===== src/rtl/pulse_driver.sv =====
// pulse_driver: turns one {CmdCnt0, CmdCnt1} command into CmdCnt0 plain En pulses
// followed by GROUP*CmdCnt1 Slt=1 pulses, then a one-cycle Done. Option macro: PULSE_GAP_EN.
module pulse_driver #(
   parameter int W     = 16,
   parameter int GROUP = 4
) (
   input  logic         Clk,
   input  logic         Reset,
   input  logic         CmdValid,
   output logic         CmdReady,
   input  logic [W-1:0] CmdCnt0,
   input  logic [W-1:0] CmdCnt1,
   output logic         En,
   output logic         Slt,
   output logic         Busy,
   output logic         Done,
   output logic [1:0]   DbgState
);

   // Sized so GROUP*CmdCnt1 never truncates, even for an all-ones CmdCnt1.
   localparam int CW = W + $clog2(GROUP);

   typedef enum logic [1:0] {
      IDLE  = 2'd0,
      SEND0 = 2'd1,
      SEND1 = 2'd2,
      FIN   = 2'd3
   } state_t;

   state_t        state = IDLE;
   state_t        state_nxt;
   logic [W-1:0]  rem0 = '0;
   logic [W-1:0]  rem0_nxt;
   logic [CW-1:0] rem1 = '0;
   logic [CW-1:0] rem1_nxt;
   logic          en_q   = 1'b0;
   logic          slt_q  = 1'b0;
   logic          busy_q = 1'b0;
   logic          done_q = 1'b0;
   logic          step;
   logic          pause_nxt;
   logic          send_nxt;

   // step: this cycle ends one pulse slot; pause_nxt: next cycle is an En=0 gap.
`ifdef PULSE_GAP_EN
   logic gap = 1'b0;
   logic gap_nxt;

   always_comb begin
      gap_nxt = ((state == SEND0) || (state == SEND1)) && !gap;
   end

   always_ff @(posedge Clk) begin
      if (Reset) gap <= 1'b0;
      else       gap <= gap_nxt;
   end

   assign step      = gap;
   assign pause_nxt = gap_nxt;
`else
   assign step      = 1'b1;
   assign pause_nxt = 1'b0;
`endif

   // Handshake: a command is taken on a posedge where CmdValid && CmdReady;
   // CmdReady is high only in IDLE and CmdValid alone never changes state.
   always_comb begin
      state_nxt = state;
      rem0_nxt  = rem0;
      rem1_nxt  = rem1;
      case (state)
         IDLE: begin
            if (CmdValid) begin
               rem0_nxt = CmdCnt0;
               rem1_nxt = CW'(CmdCnt1) * CW'(GROUP);
               if (CmdCnt0 != '0)      state_nxt = SEND0;
               else if (CmdCnt1 != '0) state_nxt = SEND1;
               else                    state_nxt = FIN;
            end
         end
         SEND0: begin
            if (step) begin
               if (rem0 == W'(1)) begin
                  rem0_nxt  = '0;
                  state_nxt = (rem1 != '0) ? SEND1 : FIN;
               end else begin
                  rem0_nxt = rem0 - W'(1);
               end
            end
         end
         SEND1: begin
            if (step) begin
               if (rem1 == CW'(1)) begin
                  rem1_nxt  = '0;
                  state_nxt = FIN;
               end else begin
                  rem1_nxt = rem1 - CW'(1);
               end
            end
         end
         FIN: begin
            state_nxt = IDLE;
         end
         default: begin
            state_nxt = IDLE;
         end
      endcase
   end

   assign send_nxt = (state_nxt == SEND0) || (state_nxt == SEND1);

   always_ff @(posedge Clk) begin
      if (Reset) begin
         state  <= IDLE;
         rem0   <= '0;
         rem1   <= '0;
         en_q   <= 1'b0;
         slt_q  <= 1'b0;
         busy_q <= 1'b0;
         done_q <= 1'b0;
      end else begin
         state  <= state_nxt;
         rem0   <= rem0_nxt;
         rem1   <= rem1_nxt;
         en_q   <= send_nxt && !pause_nxt;
         slt_q  <= (state_nxt == SEND1) && !pause_nxt;
         busy_q <= (state_nxt != IDLE);
         done_q <= (state_nxt == FIN);
      end
   end

   assign CmdReady = (state == IDLE);
   assign En       = en_q;
   assign Slt      = slt_q;
   assign Busy     = busy_q;
   assign Done     = done_q;
   assign DbgState = state;

endmodule


===== config.mk =====
export PLATFORM = sky130hd
export DESIGN_NAME = pulse_driver
export DESIGN_NICKNAME = d
export VERILOG_FILES = /design/src/rtl/pulse_driver.sv
export SDC_FILE = /design/constraint.sdc
export NUM_CORES = 1
export LEC_CHECK = 0
export CAP_MARGIN = 40
export CORE_MARGIN = 2
export CORE_UTILIZATION = 52
export CTS_CLUSTER_SIZE = 40
export DETAILED_ROUTE_END_ITERATION = 16
export PLACE_DENSITY = 0.78
export SYNTH_ARGS = -nofsm -noshare
export SYNTH_HDL_FRONTEND = slang
export SYNTH_SLANG_ARGS = --single-unit

===== constraint.sdc =====
create_clock -name Clk -period 2.35 [get_ports Clk]
set_clock_uncertainty 0.05 [all_clocks]
set_input_delay 0.235 -clock Clk [delete_from_list [all_inputs] [get_ports Clk]]
set_output_delay 0.235 -clock Clk [all_outputs]
set_load 0.01 [all_outputs]

==> results list <==
- The flow ran to the end, and the final reports show no timing, DRC or antenna violations.
- In the finished design, the share of the clock period the worst path needs comes to 94.0%.
- Arrival time at the worst endpoint: 2.32 ns
- The most common cell in the synthesized netlist is sky130_fd_sc_hd__dfxtp_1.
- Async S/R FF share, synth: 0%
- Number of warnings reported in the yosys synthesis log: 0
* Peak supply drop: 0.000401 V
* Maximum fanout encountered on the critical timing path: 5
- Summed over all cells, the static leakage comes to 1.25 nW.
- For this run the aggregate overflow at the end of global routing stands at 0.
- CTS tree: built
- The initial antenna violation count is 0.
* Largest buffer count on any clock path: 2
- The top cell type by area accounts for 31.4% of the synthesized area.
- Ranked by instance count, the synthesized netlist is headed by sky130_fd_sc_hd__dfxtp_1 (40), sky130_fd_sc_hd__nor2_1 (37), sky130_fd_sc_hd__nand2_1 (22).
* Floorplan die width: 74.0 µm
- Max cap viols: 0
- Total via count in the routed design: 2765
- Number of max-slew violations in the final report: 0
- Post-Route Hold Slack: 0.456 ns
- Clock Root Buffer: sky130_fd_sc_hd__clkbuf_8
- Port Buffer Count: 41
- The final layout contains routed wiring with a total length of 7140 µm.
- Post-synth net total: 366
* Clock transition at the registers of the reported paths: 0.08 ns
- Cell internal power was estimated by the tool at 1.36 mW.
* Power share of the sequential group: 39.8%
* Count of flip-flops with a built-in enable after synthesis: 0
* Post-CTS setup buffer count: 0
* Setup_tns: 0 ns
- After legalization and detailed placement, the total HPWL measured 5340 µm.
- Number of global-route vias before repair: 2545
- Cell Rows: 25
* Share of synthesized cell area in full adder, half adder and majority cells: 3.43%
- In the final layout, the share of cells above drive strength 1 is 12.1%.
* Area share of and/or/nand/nor cells after synthesis: 31.9%
- The area growth from synthesis to layout is 27.5%.
- The synthesized netlist devotes 25.6% of its cell area to compound gates.
- Setup repair after global routing left no endpoint under its margin.
- Cells taking the most area after synthesis: sky130_fd_sc_hd__dfxtp_1 (31%), sky130_fd_sc_hd__nor2_1 (5.4%), sky130_fd_sc_hd__a21oi_1 (3.5%)
- Of the total power, the share spent switching nets is 35.6%.
* Worst-skew pair later-pin latency: 0.29 ns
- 42 I/O pins were placed.
- Yosys reg bits: 40
* Combinational cell fraction of total power: 37.5%
- Critical path type: flop to flop
- Area of the mapped netlist: 2550 µm²
- Starting utilization of the core area: 54.0%
- Post-layout minimum cycle time: 2.21 ns
* Primary flip-flop cell chosen by synthesis mapping: sky130_fd_sc_hd__dfxtp_1
* Maximum clock frequency: 453 MHz
* Post-synthesis cell type count: 62
- Setup Viol. Count Final: 0
* Clock network fraction of design power: 22.6%
- Number of CTS-inserted buffers: 5
* Count of unresolved DRC violations after routing: 0
- The floorplan step defined a die boundary enclosing 5480 µm².
* Switching power: 0.753 mW
* Pre-antenna DRT Iters: 5
- In this run the worst hold path is classified as flop to flop.
- Routability congestion estimate from global placement: 0.950
- Critical path data required time: 2.46 ns
- Multiplexer area fraction after synthesis: 1.67%
* Average via count per standard cell: 6.19
* Critical Path End Type: flop
* Final Hold Violating Endpoints: 0
- Synthesis produced 324 cells.
- In this run the standard cell core region covers 4720 µm².
* Dominant cell type by area after synthesis: sky130_fd_sc_hd__dfxtp_1
- Die Span Y: 74.0 µm
- Post-synthesis xor/xnor area fraction: 2.06%
- Share of synthesized area occupied by flip-flops and latches: 31.4%
* Combinational family with the most area after synthesis: simple AND/OR/NAND/NOR gates
- Averaged over all synthesized cells, the footprint is 7.87 µm².
- Number of inserted diodes: 0
- Global routing consumed, over all layers together, 27.1% of the routing resources.
- Headroom to the max-slew limit came out at 58.3%.
- STA classifies the critical path startpoint as a flop.
- The clock tree synthesis step divided the H-tree into 2 levels.
- The first global-routing pass estimated 11600 µm of wire.
* Cts-stage hold buffer count: 0
- Actual slew at the worst max-slew pin: 0.621 ns
* Remaining antenna violation count after routing: 0
- In the final routed layout, each cell accounts on average for 16.0 µm.
* First-iteration detailed-routing DRC count: 291
* NumNets Final: 421
- Ratio of total power to cell area: 651 nW/µm²
- Clock tree synthesis found a total of 40 sinks.
- Largest net degree at the start of global routing: 27
-- final timing paths --
check            from       end  slack (ns)  depth (start not counted)
max           rem1[0]  rem1[10]        0.14                          7
min          rem0[15]  rem0[15]        0.46                          2
max reg2reg   rem1[0]  rem1[10]        0.14                          7
min reg2reg  rem0[15]  rem0[15]        0.46                          2
-- cell type report --
class                           instances  area, µm²
Clock buffer                            8       90.1
Multi-Input combinational cell        259       1660
Inverter                                9       33.8
Sequential cell                        40        801
Tap cell                               67       83.8
Timing Repair Buffer                   64        583
Fill cell                             387       1470
-- cell usage in the layout (no fill, tap or decap), types with 5 or more instances in the layout --
cell type,n
sky130_fd_sc_hd__nor3_1,14
sky130_fd_sc_hd__clkdlybuf4s50_1,41
sky130_fd_sc_hd__a21oi_1,18
sky130_fd_sc_hd__ha_1,7
sky130_fd_sc_hd__o21a_1,5
sky130_fd_sc_hd__nor4_1,10
sky130_fd_sc_hd__dfxtp_1,40
sky130_fd_sc_hd__buf_4,23
sky130_fd_sc_hd__nand3_1,17
sky130_fd_sc_hd__nor2_1,37
sky130_fd_sc_hd__nand2_1,22
sky130_fd_sc_hd__nand2b_1,6
sky130_fd_sc_hd__nor2b_1,5
sky130_fd_sc_hd__o21ai_0,12
sky130_fd_sc_hd__clkbuf_8,6
sky130_fd_sc_hd__inv_1,9
sky130_fd_sc_hd__and3_1,12
sky130_fd_sc_hd__a31oi_1,11
sky130_fd_sc_hd__nand4_1,8
-- repair_timing --
action	in CTS	in global routing
setup endpoints to repair	0	2
resized for setup	0	2
endpoints found under the hold margin	0	0
-- layer usage --
metal | GRT usage, % | up-vias | wire length (µm) | share of wire (%)
li1 | - | 1340 | - | -
met1 | 37.7 | 1278 | 3250 | 46
met2 | 43.0 | 134 | 3300 | 46
met3 | 4.74 | 13 | 479 | 6.7
met4 | 8.48 | 0 | 108 | 1.5
met5 | 0 | - | 0 | 0
-- per-stage QoR --
step	utilization (%)	area (µm²)	std cells	total power, mW	setup WS, ns
2_1_floorplan	-	2550	324	1.34	0.280
3_3_place_gp	66.7	3150	439	1.61	0.0892
3_5_place_dp	66.7	3150	439	1.63	0.0469
4_1_cts	68.6	3240	447	2.10	0.102
5_1_grt	68.8	3250	447	2.24	0.0420
6_report	68.8	3250	447	2.12	0.141
-- registers in the layout, summed over array words and instances, names as in the netlist --
signal,cells
En,1
DbgState,2
Done,1
rem0,16
rem1,18
Slt,1
Busy,1
-- critical path, stage by stage, from the launching register on --
cell and delay (ns):
sky130_fd_sc_hd__dfxtp_1 0.34, sky130_fd_sc_hd__inv_1 0.11, sky130_fd_sc_hd__ha_1 0.22, sky130_fd_sc_hd__or3b_2 0.51, sky130_fd_sc_hd__nor4b_2 0.34, sky130_fd_sc_hd__xor2_1 0.14
sky130_fd_sc_hd__a221oi_2 0.29, sky130_fd_sc_hd__nor3_1 0.09
-- power groups by stage --
stage | Combinational (mW) | Sequential, mW | Clock, mW
after floorplan | 0.504 | 0.835 | 0
after global placement | 0.762 | 0.850 | 0
after detailed placement | 0.777 | 0.853 | 0
after CTS | 0.781 | 0.838 | 0.485
after global routing | 0.873 | 0.853 | 0.513
final | 0.794 | 0.843 | 0.479
-- cell families after synthesis --
kind of cell / count (synthesis)
compound gates: 91
simple gates: 151
flops: 40
fa+ha+maj: 7
mux: 4
buf+inv: 25
xor+xnor: 6
No activity file was read; power rests on OpenSTA's default activity.
